[src/rtl/key_sequence_lock.sv]
// Key-driven code lock: a SEQ_LEN-step code entered on KEY[3:0], with inactivity timeout,
// failure counting and timed lockout. HEX0 shows the state, or the entry progress digit.
module key_sequence_lock #(
   parameter int                   SEQ_LEN        = 4,
   parameter logic [2*SEQ_LEN-1:0] CODE           = 8'b11_10_01_00,
   parameter int                   TIMEOUT_CYCLES = 50_000_000,
   parameter int                   MAX_FAIL       = 3,
   parameter int                   LOCKOUT_CYCLES = 250_000_000
) (
   input  logic                            CLOCK_50,
   input  logic                            reset,
   input  logic [3:0]                      KEY,
   output logic [6:0]                      HEX0,
   output logic                            unlocked,
   output logic                            locked_out,
   output logic [$clog2(MAX_FAIL+1)-1:0]   fail_count
);

   localparam int FW  = $clog2(MAX_FAIL + 1);
   localparam int LIM = (TIMEOUT_CYCLES > LOCKOUT_CYCLES) ? TIMEOUT_CYCLES : LOCKOUT_CYCLES;
   localparam int TW  = $clog2(LIM);

   localparam logic [TW-1:0] TO_LAST   = TW'(TIMEOUT_CYCLES - 1);
   localparam logic [TW-1:0] LO_LAST   = TW'(LOCKOUT_CYCLES - 1);
   localparam logic [FW-1:0] FAIL_LIM  = FW'(MAX_FAIL);
   localparam logic [2:0]    LAST_IDX  = 3'(SEQ_LEN - 1);
   localparam logic [15:0]   CODE_PAD  = 16'(CODE);

   typedef enum logic [1:0] {
      IDLE    = 2'b00,
      ENTRY   = 2'b01,
      OPEN    = 2'b10,
      LOCKOUT = 2'b11
   } state_t;

   state_t          state_r, state_s;
   logic [2:0]      idx_r, idx_s;
   logic [FW-1:0]   fail_r, fail_s, fail_inc_s;
   logic [TW-1:0]   timer_r, timer_s;
   logic [3:0]      sync1_r, sync2_r, prev_r;
   logic [3:0]      press_s;
   logic [1:0]      exp_key_s;
   logic            correct_s, wrong_s;

   function automatic logic [6:0] glyph(input state_t st, input logic [2:0] idx);
      logic [6:0] g;
      case (st)
         IDLE:    g = 7'b0111111;
         OPEN:    g = 7'b1000001;
         LOCKOUT: g = 7'b1000111;
         ENTRY: begin
            case (idx)
               3'd1:    g = 7'b1111001;
               3'd2:    g = 7'b0100100;
               3'd3:    g = 7'b0110000;
               3'd4:    g = 7'b0011001;
               3'd5:    g = 7'b0010010;
               3'd6:    g = 7'b0000010;
               3'd7:    g = 7'b1111000;
               default: g = 7'b0111111;
            endcase
         end
         default: g = 7'b0111111;
      endcase
      return g;
   endfunction

   // Key synchroniser and previous-sample stage; reset high so a key held through reset is not a press
   always_ff @(posedge CLOCK_50) begin
      if (reset) begin
         sync1_r <= 4'b1111;
         sync2_r <= 4'b1111;
         prev_r  <= 4'b1111;
      end else begin
         sync1_r <= KEY;
         sync2_r <= sync1_r;
         prev_r  <= sync2_r;
      end
   end

   // Press decode: the press must be exactly the expected key, anything else non-zero is wrong
   always_comb begin
      press_s    = sync2_r & ~prev_r;
      exp_key_s  = CODE_PAD[{idx_r, 1'b0} +: 2];
      correct_s  = (press_s == (4'b0001 << exp_key_s));
      wrong_s    = (press_s != 4'b0000) && !correct_s;
      fail_inc_s = fail_r + FW'(1);
   end

   // Next-state, step index, failure count and shared timer
   always_comb begin
      state_s = state_r;
      idx_s   = idx_r;
      fail_s  = fail_r;
      timer_s = timer_r + TW'(1);
      case (state_r)
         IDLE, ENTRY: begin
            if (correct_s) begin
               timer_s = {TW{1'b0}};
               if (idx_r == LAST_IDX) begin
                  state_s = OPEN;
                  idx_s   = 3'd0;
                  fail_s  = {FW{1'b0}};
               end else begin
                  state_s = ENTRY;
                  idx_s   = idx_r + 3'd1;
               end
            end else if (wrong_s) begin
               idx_s   = 3'd0;
               fail_s  = fail_inc_s;
               state_s = (fail_inc_s == FAIL_LIM) ? LOCKOUT : IDLE;
            end else if (state_r == ENTRY && timer_r == TO_LAST) begin
               state_s = IDLE;
               idx_s   = 3'd0;
            end else begin
               state_s = state_r;
            end
         end
         OPEN: begin
            if (press_s != 4'b0000 || timer_r == TO_LAST) begin
               state_s = IDLE;
            end else begin
               state_s = OPEN;
            end
         end
         LOCKOUT: begin
            // Presses are ignored here, so they do not extend the lockout
            if (timer_r == LO_LAST) begin
               state_s = IDLE;
               fail_s  = {FW{1'b0}};
            end else begin
               state_s = LOCKOUT;
            end
         end
         default: begin
            state_s = IDLE;
            idx_s   = 3'd0;
         end
      endcase
      if (state_s != state_r || state_s == IDLE) begin
         timer_s = {TW{1'b0}};
      end else begin
         timer_s = timer_s;
      end
   end

   // State registers
   always_ff @(posedge CLOCK_50) begin
      if (reset) begin
         state_r <= IDLE;
         idx_r   <= 3'd0;
         fail_r  <= {FW{1'b0}};
         timer_r <= {TW{1'b0}};
      end else begin
         state_r <= state_s;
         idx_r   <= idx_s;
         fail_r  <= fail_s;
         timer_r <= timer_s;
      end
   end

   // Output decode straight from the state registers
   always_comb begin
      HEX0       = glyph(state_r, idx_r);
      unlocked   = (state_r == OPEN);
      locked_out = (state_r == LOCKOUT);
      fail_count = fail_r;
   end

endmodule

[config.mk]
export PLATFORM = sky130hd
export DESIGN_NAME = key_sequence_lock
export DESIGN_NICKNAME = d
export VERILOG_FILES = /design/src/rtl/key_sequence_lock.sv
export SDC_FILE = /design/constraint.sdc
export NUM_CORES = 1
export LEC_CHECK = 0
export ABC_AREA = 0
export BUFFER_PORTS_ARGS = -buffer_cell sky130_fd_sc_hd__buf_4
export CELL_PAD_IN_SITES_DETAIL_PLACEMENT = 1
export CELL_PAD_IN_SITES_GLOBAL_PLACEMENT = 1
export CORE_MARGIN = 4
export CORE_UTILIZATION = 47
export CTS_BUF_LIST = sky130_fd_sc_hd__clkbuf_2
export DETAILED_ROUTE_END_ITERATION = 8
export PLACE_DENSITY = 0.93
export SYNTH_ARGS = -nofsm -noshare
export SYNTH_HDL_FRONTEND = slang
export SYNTH_SLANG_ARGS = --single-unit
[constraint.sdc]
create_clock -name CLOCK_50 -period 2.65 [get_ports CLOCK_50]
set_clock_uncertainty 0.05 [all_clocks]
set_input_delay 0.265 -clock CLOCK_50 [delete_from_list [all_inputs] [get_ports CLOCK_50]]
set_output_delay 0.265 -clock CLOCK_50 [all_outputs]
set_load 0.005 [all_outputs]
==> results of run 1 <==
[cell usage after synthesis (all sizes together), types with 3 or more instances]
library cell,n
a21oi,9
and3,6
clkbuf,3
dfxtp,47
ha,6
inv,11
nand2,22
nand2b,3
nand3,11
nand4,9
nor2,38
nor2b,9
nor3,5
o21ai,7
or2,12
or3,4
or4,5
xnor2,9
xor2,17
[power by group through the flow]
stage | clock network (W) | registers, W | logic, W
2_1_floorplan | 0 | 0.000739 | 0.0000425
3_3_place_gp | 0 | 0.000740 | 0.0000613
3_5_place_dp | 0 | 0.000741 | 0.0000651
4_1_cts | 0.000309 | 0.000728 | 0.0000702
5_1_grt | 0.000345 | 0.000731 | 0.0000800
6_report | 0.000300 | 0.000728 | 0.0000721
[per-layer routing]
layer,track usage,up-vias
met5,0,-
met4,0.0747,0
met3,0.0452,19
met2,0.336,36
met1,0.239,955
li1,-,956
[final cells by class]
| type | count | area (sq um) | area share |
|---|---|---|---|
| Clock buffer | 5 | 25.0 | 0.00968 |
| Clock inverter | 3 | 18.8 | 0.00726 |
| Inverter | 11 | 41.3 | 0.0160 |
| Multi-Input combinational cell | 200 | 1270 | 0.491 |
| Sequential cell | 47 | 941 | 0.364 |
| Tap cell | 67 | 83.8 | 0.0324 |
| Timing Repair Buffer | 26 | 205 | 0.0794 |
[flip-flops by register name, summed over array words and instances (netlist names)]
signal	cells
timer_r	28
prev_r	4
sync1_r	4
sync2_r	4
idx_r	3
fail_count	2
state_r	2
[timing repair]
action	in CTS	in global routing
hold buffers	4	0
endpoints found under the hold margin	4	0
resized for setup	0	1
endpoints found under the setup margin	0	24
[kinds of logic (layout without fill, tap and decap cells)]
kind of cell | count (synthesis) | in the layout | synth area share
xor+xnor | 26 | 26 | 0.0999
buf+inv | 16 | 45 | 0.0329
flops | 47 | 47 | 0.413
compound gates | 28 | 28 | 0.0884
mux | 3 | 3 | 0.0143
simple gates | 137 | 137 | 0.319
fa+ha+maj | 6 | 6 | 0.0329
[metrics by stage]
step	util	hold slack (ps)	worst slack (ps)
final	0.547	32.3	271
after global routing	0.547	13.2	85.6
after CTS	0.546	22.1	173
after detailed placement	0.528	346	223
after global placement	0.528	341	326
after floorplan	-	319	503
[critical path, cell delays in order (launching register included)]
cell	delay, ps
dfxtp_1	370
nand2b_1	150
or3_1	360
a2111oi_2	400
o22ai_2	240
or4_1	540
a21oi_1	220
[path summary, 6_finish.rpt]
kind | startpoint | cells after the start | endpoint | slack, ps
worst max register to register | prev_r[2]$_SDFF_PP1_ | 6 | idx_r[0]$_SDFFE_PP0P_ | 270
worst min-delay path | reset | 2 | idx_r[1]$_SDFFE_PP0P_ | 30
worst max-delay path | prev_r[2]$_SDFF_PP1_ | 6 | idx_r[0]$_SDFFE_PP0P_ | 270
worst min register to register | sync1_r[2]$_SDFF_PP1_ | 1 | sync2_r[2]$_SDFF_PP1_ | 400
==> summary.md, run 1 <==
| Metric | Value |
|---|---|
| Outcome | completed |
| Synth top area cells | dfxtp_1 41%, xor2_1 6.5%, nor2_1 6.3%, nand2_1 3.6%, xnor2_1 3.5% |
| Met2 Routed Length | ~2800 microns |
| WS Path Type | reg2reg |
| Global route overflow | 0 |
| Pwr Density | ~430 nW/um^2 |
| YS warnings | 0 |
| Met3 wire len | 222 microns |
| Root Buffer | clkbuf_2 |
| Leak | between 0.9 and 1 nW |
| Hpwl dp | slightly below 4000 microns |
| Crit-path max FO | 8 |
| Ports | 17 |
| Commonest cells after routing, fill and taps aside | 47 x dfxtp_1, 38 x nor2_1, 22 x nand2_1, 22 x buf_4, 17 x xor2_1 |
| Synth Area per Inst | just under 9 sq um |
| DIE AREA | approximately 6000 sq um |
| Max clock buf depth | 2 |
| Final Hold Violating Endpoints | 0 |
| Crit. End Element | flip-flop |
| Setup crit start kind | flip-flop |
| Pin count of the biggest net entering global routing | 20 |
| Final Max Tran Viols | 0 |
| Drt total wl | approximately 5600 microns |
| # port buffers | 16 |
| Drt pass-1 iters | 6 |
| Filler cell count | 572 |
| Worst-Margin Slew | 474 ps |
| Post-synthesis instance area | about 2300 sq um |
| Sink Count | 47 |
| Layout Cells excl Fill | ~360 |
| CTS Buf Count | 5 |
| Uppermost routed layer | met4 |
| H-tree Lvls | 2 |
| P_sw | between 0.0002 and 0.0003 W |
| Clock Pin Slew Worst Setup and Hold Paths | approximately 250 ps |
| Post-CTS setup buffer count | 0 |
| Yosys reg bits | 47 |
| Worst EP required | a little under 3000 ps |
| # nets final | a little over 300 |
| Post-DR vias/cell | ~5.5 |
| Fin crit period | between 2000 and 2500 ps |
| Placed insts | 347 |
| Most common flop cell mapped by yosys | dfxtp_1 |
| Number of DRC markers in iteration 0 | 89 |
| Initial Util | 0.483 |
| Core Region | about 4700 sq um |
| CTS tree | yes |
| Wire length on met1 | between 2000 and 2500 microns |
| Die X | between 70 and 80 microns |
| Share of the synthesized area in the top cell type | 0.413 |
| Post-synth ARST share | 0 |
| Setup-failing EPs final | 0 |
| EDFF count, synth | 0 |
| Power Total | between 0.001 and 0.0015 W |
| Logic pwr share | 0.066 |
| Share of post-route cells with drive strength above 1 | 0.182 |
| Syn nets | around 280 |
| Seq pwr share | 0.662 |
| Hold Path Class | in2reg |
| WL/cell | 15.5 microns |
| Internal cell power | approximately 0.0008 W |
| Leading cell type in the layout, fill and taps excluded | dfxtp_1 |
| Placed Area | approximately 2500 sq um |
| Seq/Total Area, Yosys | 0.413 |
| Synth area leader | dfxtp_1 |
| Vias in the first global route | approximately 2000 |
| DRC violations left | 0 |
| Clock share of power | 0.273 |
| Routed Antenna Nets | 0 |
| Area grow syn2layout | 13.4% |
| Slew HR | 0.684 |
| Setup TNS | 0 ps |
| Max cap viols | 0 |
| Site Rows | 25 |
| Worst skew pair latency | approximately 440 ps |
| Die height | about 78 microns |
| Post-synthesis cell type count | 45 |
| Fmax | ~420 MHz |
| Total GRT Usage | 0.197 |
| Post-route cell area | ~2600 sq um |
| Sw Share | 0.253 |
| Synthesized instance count | 263 |
| Peak VDD IR | 0.268 mV |
| Antenna violations before repair | 0 |
| Global-route wire length before repair | 9600 microns |
| Placer's final routability congestion estimate | 0.765 |
| Routed vias | 1966 |
| RSZ-0062 raised after global routing | no |
| Data arrival, critical path | 2710 ps |
| Antenna cells | 0 |
| Tcrit/Tclk final | 0.898 |
(Power assumes the default switching activity.)
==> inputs of run 2 (changes only) <==
- CORE_UTILIZATION: 47 -> 40
- PLACE_DENSITY: 0.93 -> 0.83
==> run 2 against run 1 <==
  * Sequential cell count unchanged
  * Largest cell class unchanged
  * Utilization shrank 7.9 points
  * Sequential power about the same
  * Register-to-register slack about the same
  * Non-clock buffer count did not move
  * Maximum frequency is 0.53% higher
  * Via count shrank 2.0%
  * Sequential share of layout area grew 0.053 points
  * Global-route usage shrank 4.1 points
==> summary.md, run 2 (synthesized netlist as in run 1, its figures left out) <==
| Metric | Value |
|---|---|
| Drt total wl | 5290 microns (-5.1%) |
| WL/cell | 14.5 microns (-6.4%) |
| Worst skew pair latency | 400 ps (-40 ps) |
| CTS tree | yes |
| Tcrit/Tclk final | 0.893 (-0.00472) |
| Max clock buf depth | 2 (unchanged) |
| Slowest-stage cell, CP | nor4_1 |
| Area grow syn2layout | 13.2% |
| DIE AREA | 6970 sq um (+16%) |
| Share of post-route cells with drive strength above 1 | 0.171 (-0.0103) |
| Setup TNS | 0 ps (unchanged) |
| R2r startpoint | timer_r[0]$_SDFF_PP0_ |
| Critical Path End | timer_r[2]$_SDFF_PP0_ |
| Pwr Density | 417 nW/um^2 (-2.1%) |
| Leak | 0.916 nW (-0.99%) |
| # port buffers | 16 (unchanged) |
| Setup crit start kind | flip-flop |
| Post-DR vias/cell | 5.29 (-3.4%) |
| Antenna cells | 0 (unchanged) |
| Site Rows | 27 (+8.0%) |
| Crit path cell chain | ha_1, and2_1, nand4_1, nor4_1, a21oi_1, o21ai_4, buf_4, nor2_1 |
| FF-to-FF End | timer_r[2]$_SDFF_PP0_ |
| Hold Path Class | in2reg |
| Commonest cells after routing, fill and taps aside | 47 x dfxtp_1, 38 x nor2_1, 22 x nand2_1, 22 x buf_4, 17 x xor2_1 |
| Vias in the first global route | 1962 (-3.3%) |
| Routed Antenna Nets | 0 (unchanged) |
| Max cap viols | 0 (unchanged) |
| Crit. End Element | flip-flop |
| Slew HR | 0.585 (-0.0984) |
| Worst R2R Path Depth | 8 (+2) |
| Global route overflow | 0 (unchanged) |
| CP Launch Point | timer_r[0]$_SDFF_PP0_ |
| Root Buffer | clkbuf_2 |
| Die X | 83.5 microns (+7.5%) |
| Post-CTS setup buffer count | 0 (unchanged) |
| CP peak stage delay | 500 ps (-40 ps) |
| Crit-path max FO | 16 (+8) |
| Ports | 17 (unchanged) |
| Number of DRC markers in iteration 0 | 97 (+9.0%) |
| Worst EP required | 2910 ps (-70 ps) |
| Antenna violations before repair | 0 (unchanged) |
| Clock Pin Slew Worst Setup and Hold Paths | 220 ps (-30 ps) |
| Die height | 83.5 microns (+7.5%) |
| WS Path Type | reg2reg |
| Core Region | 5510 sq um (+17%) |
| Sink Count | 47 (unchanged) |
| RSZ-0062 raised after global routing | no |
| Drt pass-1 iters | 4 (-2) |
| Peak VDD IR | 0.196 mV (-27%) |
| Data arrival, critical path | 2630 ps (-80 ps) |
| # nets final | 303 (unchanged) |
| Final Max Tran Viols | 0 (unchanged) |
| Total GRT Usage | 0.156 (-0.0408) |
| Pin count of the biggest net entering global routing | 20 (unchanged) |
| H-tree Lvls | 2 (unchanged) |
| Worst-Margin Slew | 618 ps (+144 ps) |
| Hpwl dp | 4030 microns (+2.3%) |
| Setup-failing EPs final | 0 (unchanged) |
| Fin crit period | 2370 ps (-12.5 ps) |
| DRC violations left | 0 (unchanged) |
| Fmax | 423 MHz (+0.53%) |
| Fin util | 0.469 (-0.0785) |
| Largest Register | timer_r |
| Routed vias | 1926 (-2.0%) |
| Leading cell type in the layout, fill and taps excluded | dfxtp_1 |
| Global-route wire length before repair | 9170 microns (-4.5%) |
| Placer's final routability congestion estimate | 0.729 (-4.7%) |
| Largest register FFs | 28 (unchanged) |
| Outcome | completed |
| CTS Buf Count | 5 (unchanged) |
| Worst R2R Setup Slack | 280 ps (about the same) |
| Initial Util | 0.414 (-0.0687) |
| Final Hold Violating Endpoints | 0 (unchanged) |
[run 2: cell types whose count changed in the layout (fill, tap and decap cells not counted), sizes merged]
cell	previous run	this run
inv	12	11
clkinvlp	0	1
[run 2: how the worst min path moves through the flow]
stage                                      from                     to  slack (ps)  cells past startpoint
after global routing                      reset  idx_r[1]$_SDFFE_PP0P_          30                      2
after CTS                                 reset  idx_r[0]$_SDFFE_PP0P_          30                      2
after floorplan                          KEY[0]  sync1_r[0]$_SDFF_PP1_         320                      1
final                                     reset  idx_r[0]$_SDFFE_PP0P_          80                      2
after detailed placement  sync1_r[0]$_SDFF_PP1_  sync2_r[0]$_SDFF_PP1_         350                      1
after global placement    sync1_r[3]$_SDFF_PP1_  sync2_r[3]$_SDFF_PP1_         340                      1
[run 2: per-stage QoR]
step,hold WS [ps],std cells,total power (W),area (sq um),worst slack [ps]
2_1_floorplan,319,263,0.000781,2280,503
3_3_place_gp,341,352,0.000802,2500,370
3_5_place_dp,347,352,0.000807,2500,316
4_1_cts,33.8,364,0.00109,2580,274
5_1_grt,26.4,364,0.00114,2580,17.8
6_report,81.8,364,0.00108,2580,283
[run 2: worst max-delay path, delay by kind of cell, from the launching register on]
family / cells / cell delay (ps)
and+or+nand+nor: 4 / 960
DFF: 1 / 450
AOI/OAI and AO/OA: 2 / 370
buffers and inverters: 1 / 240
adders and majority gates: 1 / 230
[run 2: where the power goes]
group	total, W	leakage [nW]	switching [W]	internal, W
combinational	0.0000708	0.510	0.0000351	0.0000357
clock	0.000277	0.0241	0.000218	0.0000588
sequential	0.000727	0.381	0.00000767	0.000720
[run 2: final cells by class]
type                            instances  area, sq um
Clock inverter                          3         15.0
Sequential cell                        47          941
Multi-Input combinational cell        200         1260
Tap cell                               72         90.1
Fill cell                             688         2930
Inverter                               11         41.3
Clock buffer                            5         25.0
Timing Repair Buffer                   26          205
[run 2: per-layer routing]
metal	wire length (microns)	vias up	share of wire	global-route usage
li1	-	956	-	-
met2	2620	26	0.49	0.276
met5	0	-	0	0
met1	2470	936	0.47	0.192
met4	57	0	0.011	0.0409
met3	149	8	0.028	0.0336
[run 2: timing repair]
action / CTS / global route
resized for setup: 0 / 0
setup endpoints to repair: 0 / 0
hold buffers: 4 / 0
hold endpoints to repair: 4 / 0
